<file path="config.mk">
export PLATFORM = sky130hd
export DESIGN_NAME = add4_seq_ctrl
export DESIGN_NICKNAME = d
export VERILOG_FILES = /design/src/rtl/add4_seq_ctrl.sv
export SDC_FILE = /design/constraint.sdc
export NUM_CORES = 1
export LEC_CHECK = 0
export CAP_MARGIN = 20
export CORE_AREA = 4 4 82 76
export CTS_CLUSTER_SIZE = 28
export DETAILED_ROUTE_END_ITERATION = 10
export DIE_AREA = 0 0 86 80
export GPL_TIMING_DRIVEN = 1
export HOLD_SLACK_MARGIN = 0.05
export PLACE_DENSITY = 0.74
export SYNTH_ARGS = -nofsm -noshare
export SYNTH_HDL_FRONTEND = slang
export SYNTH_SLANG_ARGS = --single-unit
</file>
<file path="constraint.sdc">
create_clock -name clk -period 3.6 [get_ports clk]
set_input_delay 0.54 -clock clk [delete_from_list [all_inputs] [get_ports clk]]
set_output_delay 0.54 -clock clk [all_outputs]
set_load 0.05 [all_outputs]
</file>
<file path="src/rtl/add4_seq_ctrl.sv">
// Serial WIDTH-bit adder: one 4-bit ripple-carry slice reused over WIDTH/4 cycles.
// Optional signed-overflow output is built when ADD4_OVF_DETECT_EN is defined.
module add4_seq_ctrl #(
  parameter int WIDTH = 16
) (
  input  logic             clk,
  input  logic             rst,
  input  logic             in_valid,
  output logic             in_ready,
  input  logic [WIDTH-1:0] a,
  input  logic [WIDTH-1:0] b,
  input  logic             cin,
  output logic             out_valid,
  input  logic             out_ready,
  output logic [WIDTH-1:0] sum,
  output logic             cout,
  output logic             busy
`ifdef ADD4_OVF_DETECT_EN
  ,
  output logic             ovf
`endif
);

  localparam int NIB = WIDTH / 4;
  localparam int IW  = (NIB > 1) ? $clog2(NIB) : 1;
  localparam logic [IW-1:0] LAST = IW'(NIB - 1);

  // Handshakes: a transfer happens on a rising edge where valid and ready are
  // both high; in_ready is high only in IDLE, out_valid only in DONE.
  typedef enum logic [1:0] {IDLE, RUN, DONE} state_t;

  state_t          state, state_nx;
  logic [WIDTH-1:0] opa, opb;
  logic [IW-1:0]   idx;
  logic            carry;
  logic [3:0]      nib_a, nib_b, slice_s;
  logic [4:0]      c;
  logic            slice_c;
  logic            last;

  // Nibble slice with per-bit generate/propagate and a rippled carry.
  always_comb begin
    nib_a   = opa[4*idx +: 4];
    nib_b   = opb[4*idx +: 4];
    c       = '0;
    slice_s = '0;
    c[0]    = carry;
    for (int i = 0; i < 4; i++) begin
      c[i+1]     = (nib_a[i] & nib_b[i]) | ((nib_a[i] ^ nib_b[i]) & c[i]);
      slice_s[i] = nib_a[i] ^ nib_b[i] ^ c[i];
    end
    slice_c = c[4];
    last    = (idx == LAST);
  end

  always_comb begin
    state_nx  = state;
    in_ready  = 1'b0;
    out_valid = 1'b0;
    busy      = 1'b0;
    case (state)
      IDLE: begin
        in_ready = 1'b1;
        if (in_valid) state_nx = RUN;
      end
      RUN: begin
        busy = 1'b1;
        if (last) state_nx = DONE;
      end
      DONE: begin
        busy      = 1'b1;
        out_valid = 1'b1;
        if (out_ready) state_nx = IDLE;
      end
      default: state_nx = IDLE;
    endcase
  end

  always_ff @(posedge clk) begin
    if (rst) begin
      state <= IDLE;
      opa   <= '0;
      opb   <= '0;
      idx   <= '0;
      carry <= 1'b0;
      sum   <= '0;
      cout  <= 1'b0;
`ifdef ADD4_OVF_DETECT_EN
      ovf   <= 1'b0;
`endif
    end else begin
      state <= state_nx;
      case (state)
        IDLE: begin
          if (in_valid) begin
            opa   <= a;
            opb   <= b;
            carry <= cin;
            idx   <= '0;
          end
        end
        RUN: begin
          sum[4*idx +: 4] <= slice_s;
          carry           <= slice_c;
          idx             <= idx + 1'b1;
          if (last) begin
            cout <= slice_c;
`ifdef ADD4_OVF_DETECT_EN
            // slice_s[3] is the final result MSB on the last slice.
            ovf  <= (opa[WIDTH-1] == opb[WIDTH-1]) && (slice_s[3] != opa[WIDTH-1]);
`endif
          end
        end
        default: ;
      endcase
    end
  end

endmodule
</file>
---- Word-level counts from Yosys, hierarchy flattened ----
Cells that the tools add are included.
Widths: inputs -> output; s select.
cells by class
  shift-type cells ........................ 4
  multiplexer cells ....................... 12
  add/subtract/negate cells ............... 2
  reduce and logical (&&, ||, !) cells .... 7
  equality and inequality tests ........... 6
  bitwise gates (word level) .............. 20
operators with widths
  operator                 number
  $neg 4->34               1
  $shift 4x34->16 const A  1
  $shiftx 4x34->16         1
  $shiftx 16x5->4          2
  $bwmux 16                1
  $and 1x1->1              8
  $mux 2                   4
  $xor 1x1->1              8
  $ne 2x2->1 const B       3
  $pmux 2 s3               1
  $reduce_and 2->1         3
  $eq 2x2->1 const B       2
  $mux 1                   4
  $or 1x1->1               4
  $pmux 2 s2               1
  $reduce_and 3->1         1
  $add 2x1->2 const B      1
  $eq 2x1->1 const B       1
  $logic_not 2->1          1
  $pmux 1 s2               1
  $reduce_bool 2->1        1
  $reduce_or 2->1          1
storage, ports and cells
  logic and storage cells ................. 58
  register bits ........................... 54
  input port bits ......................... 37
  output and inout bits ................... 20

---- Longest topological paths before layout ----
Gate-level depths: netlist of run 1.
  word-level depth ........................ 11
  mapped depth ............................ 11
  mapped depth without buffers ............ 9

---- Least setup slack after synthesis of run 1 ----
Ideal clock, no wire load.
  path type ............................... reg-to-reg
  start point ............................. register idx[0]
  end point ............................... register sum[11]
  path buffers ............................ 2
  required time ........................... 3472 ps
  setup slack ............................. 697 ps
  library setup time ...................... 128 ps
  period minus slack after synthesis ...... 2903 ps
  cell stages (with the launch flop) ...... 12
  arrival time ............................ 2775 ps
  cells stage by stage .................... dfxtp_1 -> buf_6 -> buf_2 -> mux4_2 -> fa_1 -> inv_1 -> fa_1 -> fa_1 -> inv_1 -> fa_1 -> a32oi_1 -> nor2_1
on the way
  cells in the longest elaborated chain, start to end .. 11
  elaborated cells on any way between the ends .. 23
  those cells by class .................... 1 x add/sub; 4 x shift; 1 x mux; 17 x bitwise
RTL lines
  element                                    line    text
  from (decl)                                34      logic [IW-1:0] idx;
  from (signal assigned)                     105     idx <= idx + 1'b1;
  $shiftx 16x5->4, on equally long branches  43, 44
  $xor 1x1->1                                49, 50
  $and 1x1->1                                49      c[i+1] = (nib_a[i] & nib_b[i]) | ((nib_a[i] ^ nib_b[i]) & c[i]);
  $or 1x1->1                                 49
  $and 1x1->1                                49
  $or 1x1->1                                 49
  $and 1x1->1                                49
  $or 1x1->1                                 49
  $xor 1x1->1                                50      slice_s[i] = nib_a[i] ^ nib_b[i] ^ c[i];
  $shiftx 4x34->16                           103     sum[4*idx +: 4] <= slice_s;
  $bwmux 16 (*)                              103
  to (signal, indexed assignment)            103
  to (decl)                                  15      output logic [WIDTH-1:0] sum,
Mark *: on every way between the ends. The rest lies on a longest branch, timed or not.
A chain may end at the register's enable or synchronous reset.

---- Worst setup path in the final report of run 1 ----
Same ends and word-level chain as after synthesis.

==> results_dict.tcl, run 1 <==
set metrics [dict create \
    status "finished clean" \
    grt_pass1_wl_um 8811 \
    peakVddDrop_mv 0.2914 \
    whs_ns 0.4530 \
    rsz0062_at_grt "false" \
    syn_avg_cell_area_um2 8.632 \
    r2r-start "idx[0]" \
    tightestPinTransition_ns 0.9713 \
    cpPeakStageDelay_ns 0.53 \
    dieArea_um2 6880 \
    reg2reg_to "sum[11]" \
    yosysWarningCount 0 \
    vias_per_cell 5.115 \
    critPathKind "reg2reg" \
    ys_ff_latch 54 \
    slowest_stage "mux4_2" \
    clk_path_buf_depth 2 \
    ys_seq_area_share_pct 43.79 \
    critPathRequiredTime_ns 3.76 \
    power.internal_mw 1.166 \
    netlist_area_um2 2469 \
    num_io_pins 57 \
    start_util_pct 46.70 \
    synth.distinct_cells 29 \
    cts_buffers 5 \
    fin_crit_sh_pct 76.88 \
    max-slew-margin-rel_pct 35.25 \
    first_pass_iters 4 \
    wirelength_um 5137 \
    antenna_found_initial 0 \
    drv_slew 0 \
    track_usage_pct 16.00 \
    clkPwrFrac_pct 22.4 \
    drtAntennaViolNets 0 \
    pwr_density_cell_nw_per_um2 573.5 \
    portBuffers 56 \
    dp_slack_ns 0.8495 \
    vias 2046 \
    syn_nets 336 \
    wl_met3_um 329 \
    switchingPower_mw 0.6443 \
    wl_met2_um 2407 \
    path_common_cell "fa_1" \
    grt_pass1_vias 1941 \
    drive_gt1_share_pct 4.805 \
    cts_hold_buf 0 \
    hold_path.class "reg2reg" \
    min_from "sum[0]" \
    top_layer "met4" \
    clkTransAtPathRegs_ns 0.09 \
    ys.flop_type "dfxtp_1" \
    detailed_place_hpwl_um 3865 \
    num_antenna_cells 0 \
    grt_max_degree 57 \
    final_common_cell "nand2_1" \
    final_cell_mix "nand2_1 (86), clkdlybuf4s50_1 (55), dfxtp_1 (54), a21oi_1 (46), inv_1 (11)" \
    gp_congestion 0.8127 \
    num-fill-cells 474 \
    power_frac_comb_pct 37.6 \
    die_x_um 86 \
    root_buffer "clkbuf_8" \
    area_delta_synth_final_pct 27.88 \
    wire_per_inst_um 12.84 \
    setup_violations 0 \
    die_h_um 80 \
    num-nets-final 383 \
    h-tree-depth 2 \
    clk-insertion-delay-late_ns 0.30 \
    min_period_ns 2.768 \
    drt_iter0_drc 96 \
    num_rows 25 \
    postSynth.asyncResetShare_pct 0 \
    switching_share_pct 35.59 \
    worstPathArrival_ns 2.92 \
    drc 0 \
    tritoncts "done" \
    fmax_mhz 361.3 \
    p_leak_nw 1.151 \
    cp_cell_sequence "mux4_2 -> fa_1 -> inv_1 -> fa_1 -> fa_1 -> inv_1 -> fa_1 -> a32oi_1 -> nor2_1" \
    min_to "sum[0]" \
    final.setup.tns_ns 0 \
    synthCells 286 \
    worstRegToRegCells 9 \
    hold_depth 2 \
    overflow 0 \
    hold_viol_final 0 \
    finClkSkew_ns 0.004015 \
    met1_length_um 2356 \
    cp-start-kind "flop" \
    power_frac_seq_pct 40.0 \
    cp_max_fo 4 \
    clock_sink_count 54 \
    core_um2 5286 \
    maxCapViolations 0 \
    r2r_slack_ns 0.83 \
    worst_slack_ns 0.8322 \
    cts_setup_buffers 0 \
    critPathCaptureType "flop" \
    synth-edff-count 0 \
    cts_resized 0 \
]
how the worst max path moves through the flow:
| stage | start | to | slack (ns) | cells after the start |
|---|---|---|---|---|
| 2_1_floorplan | idx[0] | sum[11] | 0.70 | 11 |
| 3_3_place_gp | idx[0] | sum[15] | 0.92 | 9 |
| 3_5_place_dp | idx[0] | sum[11] | 0.85 | 9 |
| 4_1_cts | idx[0] | sum[11] | 0.82 | 9 |
| 5_1_grt | idx[0] | sum[11] | 0.65 | 9 |
| 6_report | idx[0] | sum[11] | 0.83 | 9 |
stage by stage:
stage / cell area (um2) / utilization [%] / cells / power, mW
global route: 3157 / 59.72 / 400 / 1.930
CTS: 3157 / 59.72 / 400 / 1.827
finish: 3157 / 59.72 / 400 / 1.810
floorplan: 2469 / - / 286 / 1.246
global placement: 3044 / 57.59 / 393 / 1.415
detailed placement: 3044 / 57.59 / 393 / 1.425
critical path, delay by kind of cell (launching register included):
family                   cells  cell delay (ns)
adder cells (fa/ha/maj)      4             1.27
AO/OA/AOI/OAI                1             0.23
multiplexers                 1             0.53
AND/OR/NAND/NOR              1             0.06
buffers and inverters        2             0.13
flip-flops                   1             0.40
layer usage:
layer / vias to the layer above / global-route usage, %
li1: 1056 / -
met1: 934 / 21.35
met2: 52 / 25.42
met3: 4 / 3.818
met4: 0 / 5.222
met5: - / 0
sequential cells by signal (all words and copies together) (netlist names):
register  flops
opa          16
opb          16
sum          16
idx           2
state         2
carry         1
cout          1
kinds of logic (layout without fill, tap and decap cells):
| kind of cell | Yosys count | after routing | share of synthesized area [%] |
|---|---|---|---|
| buffers and inverters | 30 | 77 | 5.170 |
| AO/OA/AOI/OAI | 55 | 55 | 12.37 |
| flip-flops | 54 | 54 | 43.79 |
| AND/OR/NAND/NOR | 125 | 125 | 22.71 |
| adder cells (fa/ha/maj) | 13 | 13 | 7.806 |
| multiplexers | 9 | 9 | 8.160 |
power by group through the flow:
stage                     clock network [mW]  registers, mW  logic (mW)
after floorplan                            0          0.753       0.493
after global placement                     0          0.739       0.676
after detailed placement                   0          0.740       0.684
after CTS                              0.415          0.726       0.686
after global routing                   0.436          0.736       0.759
final                                  0.405          0.725       0.681
synthesized netlist by cell type, drive strengths merged (6+ instances only):
master | count | share of area [%]
nand2 | 86 | 13
dfxtp | 54 | 44
a21oi | 46 | 9.3
inv | 11 | 1.7
buf | 10 | 2.1
clkbuf | 9 | 1.4
ha | 9 | 4.6
mux4 | 8 | 7.8
or3 | 8 | 2.0
nand4 | 6 | 1.5
nor2 | 6 | 0.91
layout make-up:
class	count	area [um2]	area share, %
clock buffers	6	82.58	2.616
flip-flops and latches	54	1081	34.25
multi-input cells	202	1260	39.91
inverters	11	41.29	1.308
well taps	67	83.83	2.656
clock inverters	1	30.03	0.9512
repair buffers	59	578.1	18.31
Note: power is estimated with default switching activity, not from simulation.
==> run 2: changes to the inputs <==
- clock period: 3.6 -> 2.8 ns (I/O delays scaled with it)
==> run 2 against run 1 <==
Against the previous run: core utilization up 0.92 points; fmax rose by 3.7%; via count increased by 1.2%; wire length is 3.0% higher; non-clock buffer count up 5; largest cell class unchanged; cell area grew 1.5%; clock-buffer cell count down 1.
==> results_dict.tcl, run 2 (same netlist as run 1, synthesis figures left out) <==
set metrics [dict create \
    tightestPinTransition_ns 0.5825 \
    status "finished clean" \
    worstPathArrival_ns 2.91 \
    clock_sink_count 54 \
    power_frac_seq_pct 39.5 \
    drt_iter0_drc 94 \
    critPathRequiredTime_ns 3.04 \
    cpPeakStageDelay_ns 0.59 \
    die_x_um 86 \
    hold_path.class "reg2reg" \
    clkTransAtPathRegs_ns 0.10 \
    clkPwrFrac_pct 22.2 \
    wl_met2_um 2541 \
    grt_pass1_vias 1986 \
    core_um2 5286 \
    grt_max_degree 33 \
    switchingPower_mw 0.8638 \
    clk_path_buf_depth 2 \
    num_rows 25 \
    vias_per_cell 5.099 \
    root_buffer "clkbuf_8" \
    peakVddDrop_mv 0.4526 \
    die_h_um 80 \
    drtAntennaViolNets 0 \
    grt_pass1_wl_um 8983 \
    start_util_pct 46.70 \
    drive_gt1_share_pct 7.965 \
    tritoncts "done" \
    finClkSkew_ns 0.005641 \
    cp-start-kind "flop" \
    met1_length_um 2397 \
    power_frac_comb_pct 38.3 \
    min_period_ns 2.670 \
    dieArea_um2 6880 \
    reg_top3 "opa x16, opb x16, sum x16" \
    whs_ns 0.4567 \
    area_delta_synth_final_pct 29.85 \
    wirelength_um 5292 \
    fmax_mhz 374.5 \
    detailed_place_hpwl_um 4065 \
    num_io_pins 57 \
    cp_cell_sequence "mux4_2 -> fa_2 -> inv_2 -> fa_2 -> fa_1 -> inv_1 -> fa_2 -> nand4_1 -> a21oi_1" \
    top_layer "met4" \
    maxCapViolations 0 \
    cp_max_fo 5 \
    portBuffers 56 \
    wl_met3_um 271 \
    slowest_stage "fa_2" \
    drv_slew 0 \
    path_delay_family "adder cells" \
    final.setup.tns_ns 0 \
    path_common_cell "fa_2" \
    overflow 0 \
    num-nets-final 388 \
    antenna_found_initial 0 \
    max-slew-margin-rel_pct 61.16 \
    final_cell_mix "nand2_1 (86), clkdlybuf4s50_1 (55), dfxtp_1 (53), a21oi_1 (46), inv_1 (10)" \
    vias 2070 \
    p_leak_nw 1.176 \
    gp_congestion 0.8157 \
    hold_viol_final 0 \
    rsz0062_at_grt "false" \
    first_pass_iters 4 \
    num_antenna_cells 0 \
    num-fill-cells 506 \
    switching_share_pct 36.44 \
    pwr_density_cell_nw_per_um2 739.6 \
    critPathKind "reg2reg" \
    crit_buf_inv 2 \
    power.internal_mw 1.507 \
    track_usage_pct 16.65 \
    cts_buffers 5 \
    final_common_cell "nand2_1" \
    critPathCaptureType "flop" \
    h-tree-depth 2 \
    clk-insertion-delay-late_ns 0.31 \
    fin_crit_sh_pct 95.36 \
    wire_per_inst_um 13.03 \
    setup_violations 0 \
    drc 0 \
]
[run 2: tightest hold or removal path: cells and delay by family (launching register included)]
family	cells	cell delay (ns)
AOI/OAI and AO/OA	1	0.05
DFF	1	0.32
and+or+nand+nor	1	0.05
[run 2: per-stage QoR]
| stage | power [mW] | setup slack (ns) | utilization [%] | std cells | instance area [um2] |
|---|---|---|---|---|---|
| 2_1_floorplan | 1.608 | 0.04426 | - | 286 | 2476 |
| 3_3_place_gp | 1.841 | 0.1507 | 58.18 | 397 | 3075 |
| 3_5_place_dp | 1.858 | 0.05818 | 58.18 | 397 | 3075 |
| 4_1_cts | 2.384 | 0.04010 | 60.31 | 405 | 3188 |
| 5_1_grt | 2.522 | 0.0004228 | 60.64 | 406 | 3206 |
| 6_report | 2.371 | 0.1301 | 60.64 | 406 | 3206 |
[run 2: worst paths after layout]
check        slack [ns]  depth (start not counted)  endpoint    start
max reg2reg        0.13                          9    sum[3]   idx[0]
min reg2reg        0.46                          2   sum[13]  sum[13]
max                0.13                          9    sum[3]   idx[0]
min                0.46                          2   sum[13]  sum[13]
[run 2: final cells by class]
cell class | instances | area (um2) | share of cell area [%]
sequential | 54 | 1085 | 33.84
clock buffer | 5 | 68.82 | 2.147
timing repair buffer | 64 | 615.6 | 19.20
tap | 67 | 83.83 | 2.615
inverter | 11 | 41.29 | 1.288
clock inverter | 3 | 43.79 | 1.366
multi-input combinational | 202 | 1267 | 39.54
[run 2: power groups by stage]
| stage | registers (mW) | clock network (mW) | logic [mW] |
|---|---|---|---|
| 3_5_place_dp | 0.954 | 0 | 0.904 |
| 6_report | 0.936 | 0.525 | 0.909 |
| 3_3_place_gp | 0.950 | 0 | 0.891 |
| 4_1_cts | 0.936 | 0.542 | 0.906 |
| 5_1_grt | 0.948 | 0.563 | 1.01 |
| 2_1_floorplan | 0.969 | 0 | 0.639 |
[run 2: what timing repair did]
action	in CTS	in global routing
resized for setup	0	5
hold buffers	0	0
buffers inserted	0	1
endpoints found under the setup margin	0	5
[run 2: metal layers]
layer	GRT usage (%)	vias to the layer above
met5	0	-
met2	28.43	43
met4	6.171	0
met3	3.406	8
li1	-	1064
met1	20.62	955
